### src/rtl/int2onehot_pkg.sv
// rtl/int2onehot_pkg.sv - shared constants and helpers for int2onehot_acc (optional thermo output: INT2ONEHOT_ACC_THERMO_EN)
package int2onehot_pkg;

   // Bit mapping of the decoded index.
   localparam logic LSB_FIRST = 1'b0;
   localparam logic MSB_FIRST = 1'b1;

   // Widest vector the popcount helper handles; callers zero-extend into it.
   localparam int POP_MAX_W = 128;

   // Index width for a vector of the given width, never narrower than one bit.
   function automatic int idx_w(input int width);
      return (width > 2) ? $clog2(width) : 1;
   endfunction

   // Number of set bits in vec.
   function automatic int unsigned popcount(input logic [POP_MAX_W-1:0] vec);
      logic [POP_MAX_W-1:0] v;
      int unsigned          cnt;
      v   = vec;
      cnt = 0;
      for (int i = 0; i < POP_MAX_W; i++) begin
         cnt = cnt + 32'(v[0]);
         v   = v >> 1;
      end
      return cnt;
   endfunction

endpackage

### src/rtl/int2onehot_dec.sv
// rtl/int2onehot_dec.sv - combinational index to one-hot decoder with range error and optional thermometer (INT2ONEHOT_ACC_THERMO_EN)
module int2onehot_dec
   import int2onehot_pkg::*;
#(
   parameter int   WIDTH = 8,
   parameter logic MODE  = LSB_FIRST,
   parameter int   IDX_W = idx_w(WIDTH)
) (
   input  logic [IDX_W-1:0] idx_i,
   output logic [WIDTH-1:0] onehot_o,
`ifdef INT2ONEHOT_ACC_THERMO_EN
   output logic [WIDTH-1:0] thermo_o,
`endif
   output logic             err_o
);

   logic             err;
   logic [WIDTH-1:0] lsb_oh;

   // Decode in LSB-first form; an out-of-range index yields an empty vector.
   always_comb begin
      err    = ({1'b0, idx_i} >= (IDX_W+1)'(WIDTH));
      lsb_oh = err ? '0 : (WIDTH'(1) << idx_i);
   end

   assign err_o = err;

`ifdef INT2ONEHOT_ACC_THERMO_EN
   logic [WIDTH-1:0] lsb_th;

   // Every bit at and below the decoded position: (onehot << 1) - 1.
   always_comb begin
      lsb_th = '0;
      if (!err) begin
         lsb_th = {lsb_oh[WIDTH-2:0], 1'b0} - WIDTH'(1);
      end
   end
`endif

   // MSB-first mode is the bit-reversed LSB-first result.
   for (genvar g = 0; g < WIDTH; g++) begin : g_map
      if (MODE == MSB_FIRST) begin : g_msb
         assign onehot_o[g] = lsb_oh[WIDTH-1-g];
`ifdef INT2ONEHOT_ACC_THERMO_EN
         assign thermo_o[g] = lsb_th[WIDTH-1-g];
`endif
      end else begin : g_lsb
         assign onehot_o[g] = lsb_oh[g];
`ifdef INT2ONEHOT_ACC_THERMO_EN
         assign thermo_o[g] = lsb_th[g];
`endif
      end
   end

endmodule

### src/rtl/int2onehot_acc.sv
// rtl/int2onehot_acc.sv - registered index-to-one-hot decoder with sticky accumulation mask (optional thermo_o: INT2ONEHOT_ACC_THERMO_EN)
module int2onehot_acc
   import int2onehot_pkg::*;
#(
   parameter int   WIDTH = 8,
   parameter logic MODE  = LSB_FIRST,
   parameter int   IDX_W = idx_w(WIDTH)
) (
   input  logic             clk_i,
   input  logic             rst_ni,
   input  logic [IDX_W-1:0] idx_i,
   input  logic             valid_i,
   output logic             ready_o,
   output logic [WIDTH-1:0] onehot_o,
   output logic             err_o,
   output logic             valid_o,
   input  logic             ready_i,
   input  logic             clr_i,
   output logic [WIDTH-1:0] acc_o,
   output logic             acc_full_o,
`ifdef INT2ONEHOT_ACC_THERMO_EN
   output logic [WIDTH-1:0] thermo_o,
`endif
   output logic [IDX_W:0]   acc_cnt_o
);

   logic             accept;
   logic [WIDTH-1:0] dec_oh;
   logic             dec_err;

   logic             valid_q, valid_d;
   logic [WIDTH-1:0] onehot_q, onehot_d;
   logic             err_q, err_d;
   logic [WIDTH-1:0] acc_q, acc_d;
   logic             acc_full_q, acc_full_d;
   logic [IDX_W:0]   acc_cnt_q, acc_cnt_d;

`ifdef INT2ONEHOT_ACC_THERMO_EN
   logic [WIDTH-1:0] dec_th;
   logic [WIDTH-1:0] thermo_q, thermo_d;
`endif

   int2onehot_dec #(
      .WIDTH (WIDTH),
      .MODE  (MODE),
      .IDX_W (IDX_W)
   ) u_dec (
      .idx_i    (idx_i),
      .onehot_o (dec_oh),
`ifdef INT2ONEHOT_ACC_THERMO_EN
      .thermo_o (dec_th),
`endif
      .err_o    (dec_err)
   );

   // Single pipeline stage: accept whenever the slot is empty or draining this cycle.
   assign ready_o = ~valid_q | ready_i;

   // Next-state for the output register and the accumulation mask.
   always_comb begin
      accept   = valid_i & ready_o;
      valid_d  = valid_q;
      onehot_d = onehot_q;
      err_d    = err_q;
`ifdef INT2ONEHOT_ACC_THERMO_EN
      thermo_d = thermo_q;
`endif
      if (accept) begin
         valid_d  = 1'b1;
         onehot_d = dec_oh;
         err_d    = dec_err;
`ifdef INT2ONEHOT_ACC_THERMO_EN
         thermo_d = dec_th;
`endif
      end else if (ready_i) begin
         valid_d = 1'b0;
      end
      // Clear drops old contents but keeps a bit accepted in the same cycle.
      acc_d      = (clr_i ? '0 : acc_q) | (accept ? dec_oh : '0);
      acc_cnt_d  = (IDX_W+1)'(popcount(POP_MAX_W'(acc_d)));
      acc_full_d = &acc_d;
   end

   // State registers; reset discards any in-flight output.
   always_ff @(posedge clk_i or negedge rst_ni) begin
      if (!rst_ni) begin
         valid_q    <= 1'b0;
         onehot_q   <= '0;
         err_q      <= 1'b0;
         acc_q      <= '0;
         acc_full_q <= 1'b0;
         acc_cnt_q  <= '0;
`ifdef INT2ONEHOT_ACC_THERMO_EN
         thermo_q   <= '0;
`endif
      end else begin
         valid_q    <= valid_d;
         onehot_q   <= onehot_d;
         err_q      <= err_d;
         acc_q      <= acc_d;
         acc_full_q <= acc_full_d;
         acc_cnt_q  <= acc_cnt_d;
`ifdef INT2ONEHOT_ACC_THERMO_EN
         thermo_q   <= thermo_d;
`endif
      end
   end

   assign valid_o    = valid_q;
   assign onehot_o   = onehot_q;
   assign err_o      = err_q;
   assign acc_o      = acc_q;
   assign acc_full_o = acc_full_q;
   assign acc_cnt_o  = acc_cnt_q;
`ifdef INT2ONEHOT_ACC_THERMO_EN
   assign thermo_o   = thermo_q;
`endif

endmodule

### config.mk
export PLATFORM = sky130hd
export DESIGN_NAME = int2onehot_acc
export DESIGN_NICKNAME = d
export VERILOG_FILES = /design/src/rtl/int2onehot_pkg.sv /design/src/rtl/int2onehot_dec.sv /design/src/rtl/int2onehot_acc.sv
export SDC_FILE = /design/constraint.sdc
export NUM_CORES = 1
export LEC_CHECK = 0
export ABC_AREA = 1
export ABC_CLOCK_PERIOD_IN_PS = 4600
export BUFFER_PORTS_ARGS = -buffer_cell sky130_fd_sc_hd__clkbuf_2
export CORE_MARGIN = 4
export CORE_UTILIZATION = 25
export DETAILED_ROUTE_END_ITERATION = 6
export PLACE_DENSITY = 0.47
export SKIP_LAST_GASP = 1
export SYNTH_ARGS = -nofsm -noshare
export SYNTH_HDL_FRONTEND = slang
export SYNTH_HIERARCHICAL = 1
export SYNTH_SLANG_ARGS = --single-unit
### constraint.sdc
create_clock -name clk_i -period 4.6 [get_ports clk_i]
set_input_delay 0.69 -clock clk_i [delete_from_list [all_inputs] [get_ports clk_i]]
set_output_delay 0.69 -clock clk_i [all_outputs]
set_load 0.005 [all_outputs]
==> flow_summary_export.csv <==
group,metric,value,unit
logic_synthesis,synth_xor_area_share,0.8055,%
floorplanning,rows,23,
clock_network,post_cts_resized,0,
logic_synthesis,synth-compound-area-share,2.877,%
clock_network,cts_num_sinks,23,
logic_synthesis,synth.area.mux_share,0,%
finish,final_net_count,171,
grt,grt_pass1_vias,916,
logic_synthesis,synth_top_family_by_area,"simple AND/OR/NAND/NOR gates",
grt,track_usage,9.673,%
timing,finalSetupTns,0,ps
logic_synthesis,synthesis.nets,137,
setup_path,required,4760,ps
logic_synthesis,synth_seq_area_share,52.93,%
floorplanning,die_w,73.95,um
floorplanning,die_y,73.95,um
floorplanning,start_util,26.42,%
timing,finalSetupViolations,0,
clock_network,numCtsBuffers,3,
logic_synthesis,yosys.area_share.adder,11.97,%
power_and_ir_drop,p_leak,0.7967,nW
setup_path,crit_type,"input pin to flip-flop",
grt,antenna_found_initial,0,
setup_path,crit_arrival,3850,ps
place,hpwl,1.909,mm
status,status,"complete, no violations",
setup_path,crit_path_max_fanout,13,
clock_network,cts_tree,"yes",
logic_synthesis,synth_area_per_cell,8.986,sq um
detailed_routing,drt_iter0_drc,55,
detailed_routing,drc,0,
flow_run,cap_viol_max_count,0,
timing,hold_viol_final,0,
timing,setup_slack,904.4,ps
clock_network,cts_hold_buf,0,
finish,diodes,0,
clock_network,cts.path.max_buffers,2,
clock_network,clock-root-buffer,"clkbuf_8",
detailed_routing,viasPerCell,4.201,
floorplanning,core,4115,sq um
place,io_buffers,31,
timing,period_share,80.34,%
finish,design_area,1338,sq um
timing,slew_viol_final,0,
timing,final.min_clock_period,3696,ps
detailed_routing,wl,2.327,mm
clock_network,clk_latency,260,ps
power_and_ir_drop,peakVddDrop,140.1,uV
detailed_routing,dr.pass1.iters,4,
finish,areaGrowthSynthToFinish,23.01,%
power_and_ir_drop,p_per_area,311.8,nW/um^2
detailed_routing,num_vias,857,
logic_synthesis,synth_area,1087,sq um
place,placed_cell_area,1292,sq um
grt,grt_pass1_wl,4.112,mm
grt,grt_overflow,0,
setup_path,critPathLaunchType,"input pin",
setup_path,endpoint_kind,"flip-flop",
grt,grt_start_max_net_pins,24,
clock_network,path_clk_slew,80,ps
timing,fin_skew,0.9794,ps
place,dp_slack,607.6,ps
logic_synthesis,synth_cell_type_count,17,
place,globalplace.congestion,0.7503,
floorplanning,boundaryPins,32,
worst_hold_path,hp-class,"input pin to asynchronous set/reset pin",
clock_network,postCtsSetupRepairBufs,0,
detailed_routing,ant_nets,0,
detailed_routing,avgRoutedWirePerCell,11.41,um
finish,drive_gt1_share,28.57,%
timing,rsz0062_at_grt,"no",
timing,max-slew-margin-rel,60.20,%
logic_synthesis,yosys.area_share.simple,21.98,%
logic_synthesis,yosys_warnings,6,
clock_network,htreeDepth,1,
timing,maxClockFrequency,270.6,MHz
setup_path,reg2reg_slack,1030,ps
logic_synthesis,synth_cells,121,
logic_synthesis,synth-seq-cells,23,
floorplanning,dieArea,5469,sq um
timing,tightest_slew,596.9,ps
## cell usage in the layout, fill, tap and decap left out, drive strengths merged
cell type,n
nand2,42
clkbuf,35
dfrtp,23
inv,23
nor2,9
nand3,7
fa,4
ha,4
o21ai,4
xnor2,1
a21boi,1
conb,1
## power breakdown
| group | internal, mW | switching, mW | leakage (nW) |
|---|---|---|---|
| clock | 0.0616 | 0.0601 | 0.0228 |
| combinational | 0.0275 | 0.0414 | 0.466 |
| sequential | 0.218 | 0.00803 | 0.308 |
| total | 0.308 | 0.109 | 0.797 |
## final cells by class
type | instances | area, sq um
repair buffers | 31 | 155.1
clock buffers | 4 | 45.04
well taps | 50 | 62.56
inverters | 23 | 86.33
multi-input cells | 73 | 412.9
fillers | 451 | 2778
flip-flops and latches | 23 | 575.6
## metal layers
| metal | track usage, % | routed length [um] | part of all wire [%] |
|---|---|---|---|
| met3 | 2.973 | 211 | 9.1 |
| met5 | 0 | 0 | 0 |
| met1 | 12.32 | 992 | 43 |
| met2 | 16.34 | 1123 | 48 |
| met4 | 1.811 | 0 | 0 |
## stage by stage
| step | instances | hold WS (ps) | total power, mW | utilization, % |
|---|---|---|---|---|
| 2_1_floorplan | 121 | 394.4 | 0.2662 | - |
| 3_3_place_gp | 200 | 457.9 | 0.3001 | 31.41 |
| 3_5_place_dp | 200 | 462.8 | 0.3013 | 31.41 |
| 4_1_cts | 204 | 441.8 | 0.4271 | 32.50 |
| 5_1_grt | 204 | 465.2 | 0.4486 | 32.50 |
| 6_report | 204 | 423.1 | 0.4170 | 32.50 |
## state kept, by name, indices dropped and copies added, names as in the netlist
register    count
acc_o           8
onehot_o        8
acc_cnt_o       4
acc_full_o      1
err_o           1
valid_o         1
## cell usage after synthesis
master    number  area share [%]
dfrtp_1       23              53
ha_1           4             4.6
nand3_1        7             3.2
a21boi_0       1            0.69
buf_2          1            0.46
nand2_2        2             1.2
o21ai_1        3             1.4
nand2_1       39              13
buf_4          1            0.69
conb_1         1            0.34
inv_2          6             2.1
xnor2_1        1            0.81
o21ai_2        1            0.81
nand2_4        1             1.0
inv_1         17             5.9
fa_1           4             7.4
nor2_1         9             3.1
## worst max-delay path, cell delays in order
cell,delay [ps]
clkbuf_2,90
inv_2,40
nand2_4,90
nand2_2,170
inv_2,110
nand2_1,70
o21ai_1,160
inv_2,70
fa_1,530
inv_1,50
fa_1,480
inv_1,50
fa_1,420
inv_1,70
ha_1,170
inv_1,60
fa_1,490
inv_1,40
## final timing paths
check                             from           end  cells after the start
setup / recovery               ready_i  acc_cnt_o[1]                     18
hold / removal                  rst_ni         err_o                      1
setup reg to reg               valid_o  acc_cnt_o[1]                     16
hold reg to reg            onehot_o[5]   onehot_o[5]                      2
max in group asynchronous       rst_ni      acc_o[7]                      1
min in group clk_i         onehot_o[5]   onehot_o[5]                      2
## cell families (layout without fill, tap and decap cells)
kind of cell,after synthesis,in the layout
and+or+nand+nor,58,58
buffers and inverters,25,58
DFF,23,23
adders and majority gates,8,8
AOI/OAI and AO/OA,5,5
other,1,1
xor gates and xnor gates,1,1
Power figures use the tool's default switching activity.
